$ cat src/rtl/vector_line_stepper.sv
// vector_line_stepper: Bresenham line stepper driving registered X/Y DAC codes with beam blanking
module vector_line_stepper #(
  parameter int DAC_WIDTH    = 8,
  parameter int STEP_DWELL   = 0,
  parameter int CEASE_CYCLES = 3,
  parameter int MOVE_SETTLE  = 1000000,
  parameter int INVERT_Y     = 0
) (
  input  logic                 clk,
  input  logic                 rst_n,
  input  logic                 cmd_valid,
  output logic                 cmd_ready,
  input  logic [DAC_WIDTH-1:0] cmd_x,
  input  logic [DAC_WIDTH-1:0] cmd_y,
  input  logic                 cmd_draw,
  input  logic                 abort,
  output logic [DAC_WIDTH-1:0] dac_x,
  output logic [DAC_WIDTH-1:0] dac_y,
  output logic                 beam_on,
  output logic                 busy,
  output logic                 done
);
  localparam int SW = DAC_WIDTH + 2;
  localparam int M1 = STEP_DWELL > CEASE_CYCLES ? STEP_DWELL : CEASE_CYCLES;
  localparam int MX = M1 > MOVE_SETTLE ? M1 : MOVE_SETTLE;
  localparam int CW = MX > 0 ? $clog2(MX + 1) : 1;
  typedef enum logic [2:0] {IDLE, SETUP, STEP, DWELL, CEASE, SETTLE} state_t;
  state_t state, state_n;
  logic [DAC_WIDTH-1:0] px, py, tx, ty;
  logic draw, sx, sy, mx, my, at_target, accept, last;
  logic signed [SW-1:0] dx, dy, err, e2, adx, ady;
  logic [CW-1:0] cnt;
  logic [31:0] lim;
  assign cmd_ready = state == IDLE && rst_n;
  assign busy = state != IDLE;
  assign accept = cmd_valid && cmd_ready;
  assign at_target = px == tx && py == ty;
  assign adx = tx >= px ? SW'(tx) - SW'(px) : SW'(px) - SW'(tx);
  assign ady = ty >= py ? SW'(ty) - SW'(py) : SW'(py) - SW'(ty);
  assign e2 = err <<< 1;
  assign mx = e2 > -dy;
  assign my = e2 < dx;
  // one shared counter serves dwell, cease and settle; it restarts on every state change
  assign lim = state == DWELL ? 32'(STEP_DWELL) : state == CEASE ? 32'(CEASE_CYCLES) : 32'(MOVE_SETTLE);
  assign last = 32'(cnt) + 32'd1 >= lim;
  always_comb begin
    state_n = state;
    case (state)
      IDLE:          state_n = accept ? SETUP : IDLE;
      SETUP:         state_n = draw ? STEP : SETTLE;
      STEP:          state_n = at_target ? CEASE : (STEP_DWELL > 0 ? DWELL : STEP);
      DWELL:         state_n = last ? STEP : DWELL;
      CEASE, SETTLE: state_n = last ? IDLE : state;
      default:       state_n = IDLE;
    endcase
    if (abort && state != IDLE) state_n = IDLE;
  end
  always_ff @(posedge clk) begin
    if (!rst_n) begin
      state   <= IDLE;
      px      <= '0;
      py      <= '0;
      tx      <= '0;
      ty      <= '0;
      draw    <= 1'b0;
      dx      <= '0;
      dy      <= '0;
      err     <= '0;
      sx      <= 1'b0;
      sy      <= 1'b0;
      cnt     <= '0;
      dac_x   <= '0;
      dac_y   <= {DAC_WIDTH{INVERT_Y != 0}};
      beam_on <= 1'b0;
      done    <= 1'b0;
    end else begin
      state <= state_n;
      cnt   <= state_n != state ? '0 : cnt + CW'(1);
      done  <= (state == CEASE || state == SETTLE) && last && !abort;
      dac_x <= px;
      dac_y <= INVERT_Y != 0 ? ~py : py;
      if (accept) begin
        tx   <= cmd_x;
        ty   <= cmd_y;
        draw <= cmd_draw;
      end
      if (abort && busy) beam_on <= 1'b0;
      else if (state == SETUP) begin
        dx      <= adx;
        dy      <= ady;
        err     <= adx - ady;
        sx      <= tx < px;
        sy      <= ty < py;
        beam_on <= draw;
        if (!draw) begin
          px <= tx;
          py <= ty;
        end
      end else if (state == STEP && !at_target) begin
        err <= err - (mx ? dy : SW'(0)) + (my ? dx : SW'(0));
        if (mx) px <= sx ? px - DAC_WIDTH'(1) : px + DAC_WIDTH'(1);
        if (my) py <= sy ? py - DAC_WIDTH'(1) : py + DAC_WIDTH'(1);
      end else if (state == CEASE && last) beam_on <= 1'b0;
    end
  end
endmodule

$ cat config.mk
export PLATFORM = sky130hd
export DESIGN_NAME = vector_line_stepper
export DESIGN_NICKNAME = d
export VERILOG_FILES = /design/src/rtl/vector_line_stepper.sv
export SDC_FILE = /design/constraint.sdc
export NUM_CORES = 1
export LEC_CHECK = 0
export CAP_MARGIN = 10
export CORE_MARGIN = 2
export CORE_UTILIZATION = 55
export CTS_CLUSTER_SIZE = 40
export DETAILED_ROUTE_END_ITERATION = 8
export PLACE_DENSITY = 0.72
export SLEW_MARGIN = 10
export SYNTH_ARGS = -nofsm -noshare
export SYNTH_HDL_FRONTEND = slang
export SYNTH_SLANG_ARGS = --single-unit
$ cat constraint.sdc
create_clock -name clk -period 14.3 [get_ports clk]
set_input_delay 2.145 -clock clk [delete_from_list [all_inputs] [get_ports clk]]
set_output_delay 2.145 -clock clk [all_outputs]
set_load 0.01 [all_outputs]
==> results of run 1 <==
[layout make-up]
type / instances / area (sq um)
fill: 1304 / 5598
sequential: 103 / 2062
inverter: 103 / 386.6
timing repair buffer: 46 / 440.4
multi-input combinational: 741 / 5410
clock inverter: 6 / 67.56
clock buffer: 10 / 229.0
tap: 184 / 230.2
[power by group through the flow]
stage | logic (uW) | clock network, uW | registers [uW]
4_1_cts | 736 | 259 | 344
6_report | 738 | 253 | 345
2_1_floorplan | 583 | 0 | 339
3_5_place_dp | 730 | 0 | 351
5_1_grt | 843 | 268 | 349
3_3_place_gp | 719 | 0 | 350
[path summary, 6_finish.rpt]
path | from | to
worst max-delay path | dy[2]$_SDFFE_PN0P_ | err[8]$_SDFFE_PN0P_
worst min-delay path | ty[7]$_SDFFE_PN0P_ | ty[7]$_SDFFE_PN0P_
worst max register to register | dy[2]$_SDFFE_PN0P_ | err[8]$_SDFFE_PN0P_
worst min register to register | ty[7]$_SDFFE_PN0P_ | ty[7]$_SDFFE_PN0P_
[cells in the mapped netlist (6+ instances only)]
cell | n | area, sq um
mux2i_1 | 15 | 150.1
xnor2_1 | 33 | 289.0
o31ai_1 | 7 | 52.55
nand2b_1 | 9 | 56.30
nor2_1 | 40 | 150.1
nor2b_2 | 8 | 70.07
a21o_1 | 11 | 82.58
a21boi_0 | 11 | 82.58
a31oi_1 | 8 | 50.05
and3_1 | 6 | 37.54
nand3_1 | 28 | 140.1
nand3b_1 | 7 | 52.55
nor3_1 | 14 | 70.07
xor2_1 | 26 | 227.7
clkbuf_1 | 35 | 131.4
dfxtp_1 | 103 | 2062
o211a_1 | 22 | 220.2
fa_1 | 15 | 300.3
and2_1 | 29 | 181.4
nor2_2 | 10 | 62.56
o21ai_0 | 59 | 295.3
nand4_1 | 11 | 68.82
o21a_1 | 7 | 52.55
o21bai_1 | 7 | 52.55
or3_1 | 8 | 50.05
nand2_1 | 114 | 427.9
inv_1 | 102 | 382.9
nor2b_1 | 15 | 93.84
o211ai_1 | 18 | 135.1
a21oi_1 | 48 | 240.2
ha_1 | 89 | 1114
[per-stage QoR]
step	hold WS [ps]	area, sq um	power, uW
after CTS	489.7	8826	1340
after detailed placement	480.3	8529	1080
final	485.8	8826	1336
after global routing	511.3	8826	1459
after global placement	472.4	8529	1069
after floorplan	452.8	8045	922.5
[sequential cells by signal (all words and copies together) (netlist names)]
signal and count:
dx 9, dac_x 8, dac_y 8, cnt 20, ty 8, py 8
draw 1, beam_on 1, done 1, dy 9, px 8, sx 1
tx 8, state 3, sy 1, err 9
[layer usage]
metal	GRT usage (%)	vias up	part of all wire [%]
met5	0	-	0
met4	6.405	0	1.3
met3	3.723	17	4.0
met2	38.77	114	47
met1	31.86	3132	48
li1	-	3450	-
[worst max-delay path: stages (launching register included)]
cell and delay, ps:
dfxtp_1 350, or4_1 600, nor3_1 220, nand2_1 100, xnor2_1 140, ha_1 300
nand4_1 150, or3_1 390, o211ai_1 160, mux2i_1 400, nor2_1 180, and2_1 240
fa_1 490, inv_1 40, ha_1 320, a21oi_1 200, o21ai_0 120, o211a_1 160
o41a_1 360, xor2_1 190, or3_1 370, o2111ai_1 90, o21ai_0 130, nand3_1 120
[logic make-up after synthesis]
family / after synthesis
AND/OR/NAND/NOR: 318
AO/OA/AOI/OAI: 239
buffers and inverters: 148
adder cells (fa/ha/maj): 104
flip-flops: 103
XOR/XNOR: 59
multiplexers: 21
==> impl_metrics.yaml, run 1 <==
run_status:
  status: "finished clean"
logic_synthesis:
  synth_enable_flop_cells: 0
  syn_nets: 1117
  yosysSeqAreaShare_pct: 25.63
  synthMuxAreaShare_pct: 2.706
  synth_warnings: 0
  synth-seq-cells: 103
  synth_xor_area_share_pct: 6.423
  ys_types: 79
  yosys.area_share.simple_pct: 20.28
  synth-compound-area-share_pct: 20.20
  synthAdderAreaFrac_pct: 17.57
  ys.flop_type: "dfxtp_1"
  synth_area_sq_um: 8045
  synth_area_per_cell_sq_um: 8.110
  synth_top_family_by_area: "simple AND/OR/NAND/NOR gates"
  synth-async-reset-ratio_pct: 0
  synthCells: 992
power:
  p_per_area_nw_per_um2: 151.3
  switching_share_pct: 43.08
  p_switching_uw: 575.5
  internal_power_uw: 760.2
  p_seq_share_pct: 25.8
  combPwrFrac_pct: 55.2
  power_leakage_uw: 0.003829
  clock_power_share_pct: 18.9
  irDropWorstVdd_mv: 0.09051
global_routing:
  antenna_found_initial: 0
  grt_max_degree: 90
  grt_overflow: 0
  grt_pass1_vias: 6460
  grt_first_pass_wirelength_um: 30570
  grt_use_total_pct: 23.37
sta:
  finClkSkew_ps: 10.31
  max_freq_mhz: 169.7
  fin_ws_ps: 8407
  maxSlewViolCount: 0
  setup_viol: 0
  rsz0062_at_grt: "false"
  setup_tns_ps: 0
  period_minus_slack_ps: 5893
  final_hold_viol_count: 0
  post-route-period-util_pct: 41.21
  relSlewSlack_pct: 32.43
  tightest_slew_ps: 1014
clocking:
  postCtsSetupRepairBufs: 0
  clock_sinks: 103
  cts_hold_buf: 0
  clockBufferDepth: 2
  post_cts_resized: 0
  cts-root-buf: "clkbuf_16"
  cts_tree: "done"
  cts-buffers-inserted: 9
  clock_latency_ps: 360
  path_clk_slew_ps: 70
  ctsHtreeMaxLevel: 3
critical_path:
  cp_max_fo: 6
  start_kind: "register"
  cp-end-kind: "register"
  r2r_cells: 23
  path_class: "reg -> reg"
  r2r_slack_ps: 8410
  cp.required_ps: 14590
  cp.arrival_ps: 6190
final_layout:
  drive_above_1_share_pct: 5.847
  num_antenna_cells: 0
  area_growth_pct: 9.704
  utilization_pct: 61.19
  fin_nets: 1129
  instances_no_fill: 1193
  final_common_cell: "nand2_1"
  mostFrequentLayoutCells: "nand2_1 (114), dfxtp_1 (103), inv_1 (102)"
floorplanning:
  dieHeight_um: 124.9
  die_x_um: 124.9
  pin_count: 41
  start_util_pct: 55.78
  fp.coreArea_sq_um: 14420
  std_cell_rows: 44
  design.die.area_sq_um: 15610
placed_design:
  dp_cells: 1177
  numPortBuffers: 40
  pre_cts_ws_ps: 8441
  place.gp.congestion: 0.8899
  hpwl_um: 12900
routing:
  wl_per_cell_um: 14.68
  initialDrtViolationCount: 358
  dr.pass1.iters: 5
  ant_nets: 0
  num_vias: 6713
  viasPerCell: 5.627
  totalWireLength_um: 17520
  post-route-drc-count: 0
worst_hold_path:
  whs_path_depth: 2
  hp-class: "reg -> reg"
flow_run:
  max_cap_violations: 0
Note: power is estimated with default switching activity, not from simulation.
==> inputs of run 2 (changes only) <==
clock period = 5.6 ns   (was 14.3 ns; I/O delays follow)
==> run 2 against run 1 <==
Against the previous run:
- clock power grew to 2.6 times the previous value
- worst hold slack worse by 5.5 ps
- sequential cell count stayed put
- clock skew is 2.4 ps lower
- non-clock buffer count is 10 higher
==> impl_metrics.yaml, run 2 (synthesis gave the netlist of run 1 again) <==
clocking:
  cts_tree: "done"
  cts-root-buf: "clkbuf_16"
  path_clk_slew_ps: 70
  cts-buffers-inserted: 9
  clock_latency_ps: 350
  clockBufferDepth: 2
  clock_sinks: 103
  ctsHtreeMaxLevel: 3
sta:
  final_hold_viol_count: 0
  finClkSkew_ps: 7.875
  post-route-period-util_pct: 96.26
  tightest_slew_ps: 1002
  setup_viol: 0
  relSlewSlack_pct: 33.20
  maxSlewViolCount: 0
  period_minus_slack_ps: 5391
  max_freq_mhz: 185.5
global_routing:
  grt_overflow: 0
  grt_pass1_vias: 6281
  grt_first_pass_wirelength_um: 29860
  antenna_found_initial: 0
  grt_use_total_pct: 22.88
  grt_max_degree: 89
routing:
  totalWireLength_um: 17720
  initialDrtViolationCount: 343
  num_vias: 6756
  viasPerCell: 5.616
  ant_nets: 0
  dr.pass1.iters: 5
  wl_per_cell_um: 14.73
  post-route-drc-count: 0
critical_path:
  cp.required_ps: 5900
  path_class: "reg -> reg"
  r2r_cells: 24
  cp_max_fo: 4
  cp.arrival_ps: 5690
  start_kind: "register"
  cp-end-kind: "register"
final_layout:
  drive_above_1_share_pct: 7.851
  utilization_pct: 62.21
  largest_reg_flops: 20
  regMostFlops: "cnt"
  area_growth_pct: 11.52
  mostFrequentLayoutCells: "nand2_1 (114), dfxtp_1 (103), inv_1 (102)"
  num_antenna_cells: 0
  n_fill_cell: 1319
  fin_nets: 1139
  final_common_cell: "nand2_1"
placed_design:
  numPortBuffers: 40
  place.gp.congestion: 0.8933
  hpwl_um: 12900
floorplanning:
  die_x_um: 124.9
  dieHeight_um: 124.9
  fp.coreArea_sq_um: 14420
  std_cell_rows: 44
  start_util_pct: 55.78
  design.die.area_sq_um: 15610
  pin_count: 41
power:
  power_leakage_uw: 0.003890
  p_per_area_nw_per_um2: 397.9
  power.total_uw: 3570
  irDropWorstVdd_mv: 0.2525
flow_run:
  max_cap_violations: 0
run_status:
  status: "finished clean"
worst_hold_path:
  whs_path_depth: 2
  hp-class: "reg -> reg"
-- run 2: changes by cell type in the layout (fill, tap and decap cells not counted), moves of 2 or more --
cell / before / now
buf_4: 6 / 16
ha_1: 89 / 87
nor3_1: 13 / 11
o21ai_0: 59 / 57
o21ai_1: 1 / 3
-- run 2: final timing paths --
check / from / slack (ps) / endpoint
worst max-delay path: dy[4]$_SDFFE_PN0P_ / 210 / err[8]$_SDFFE_PN0P_
worst min-delay path: dx[8]$_SDFFE_PN0P_ / 480 / dx[8]$_SDFFE_PN0P_
worst max register to register: dy[4]$_SDFFE_PN0P_ / 210 / err[8]$_SDFFE_PN0P_
worst min register to register: dx[8]$_SDFFE_PN0P_ / 480 / dx[8]$_SDFFE_PN0P_
-- run 2: per-layer routing --
layer / GRT usage [%] / vias up / part of all wire [%] / wire [um]
li1: - / 3462 / - / -
met2: 36.93 / 118 / 46 / 8111
met3: 4.279 / 18 / 3.7 / 659
met4: 5.752 / 0 / 1.5 / 261
met1: 31.85 / 3158 / 49 / 8686
met5: 0 / - / 0 / 0
-- run 2: where the power goes --
group / switching [uW] / total [uW] / internal, uW
Clock: 295 / 659 / 364
Combinational: 1140 / 2030 / 886
Sequential: 84.6 / 881 / 796
-- run 2: worst max-delay path, cell delays in order (launching register included) --
cell	delay (ps)
dfxtp_1	320
or4_4	570
nor3_4	180
nand2_1	80
xnor2_1	130
ha_1	310
nand4_1	120
or3_1	330
o211ai_1	160
mux2i_2	380
buf_4	170
nor2_1	40
ha_1	270
inv_1	40
ha_2	180
fa_2	410
a21oi_2	170
o21ai_1	80
o211a_1	140
o41a_1	430
xor2_2	180
or3_1	320
o2111ai_1	100
o21ai_1	80
nand3_1	120
-- run 2: timing repair --
| item | CTS | global route |
|---|---|---|
| endpoints found under the hold margin | 0 | 0 |
| pin swaps | 0 | 13 |
| endpoints found under the setup margin | 1 | 1 |
| hold buffers | 0 | 0 |
| buffers inserted | 1 | 5 |
| gates resized for setup | 2 | 12 |
-- run 2: metrics by stage --
| stage | hold slack, ps | setup slack [ps] | instances | instance area (sq um) | setup TNS, ps |
|---|---|---|---|---|---|
| detailed placement | 476.4 | -49.90 | 1181 | 8559 | -49.90 |
| CTS | 484.5 | 44.22 | 1198 | 8882 | 0 |
| global route | 511.3 | -2.667 | 1203 | 8972 | -2.667 |
| finish | 480.3 | 209.4 | 1203 | 8972 | 0 |
| floorplan | 452.8 | 339.3 | 992 | 8045 | 0 |
| global placement | 465.8 | 74.38 | 1181 | 8559 | 0 |
-- run 2: final cells by class --
type                       count  area, sq um  area share (%)
timing repair buffer          56        515.5           5.745
clock inverter                 5        63.81          0.7112
clock buffer                  11        242.7           2.705
inverter                     103        386.6           4.309
multi-input combinational    741         5472           60.98
sequential                   103         2062           22.98
tap                          184        230.2           2.566
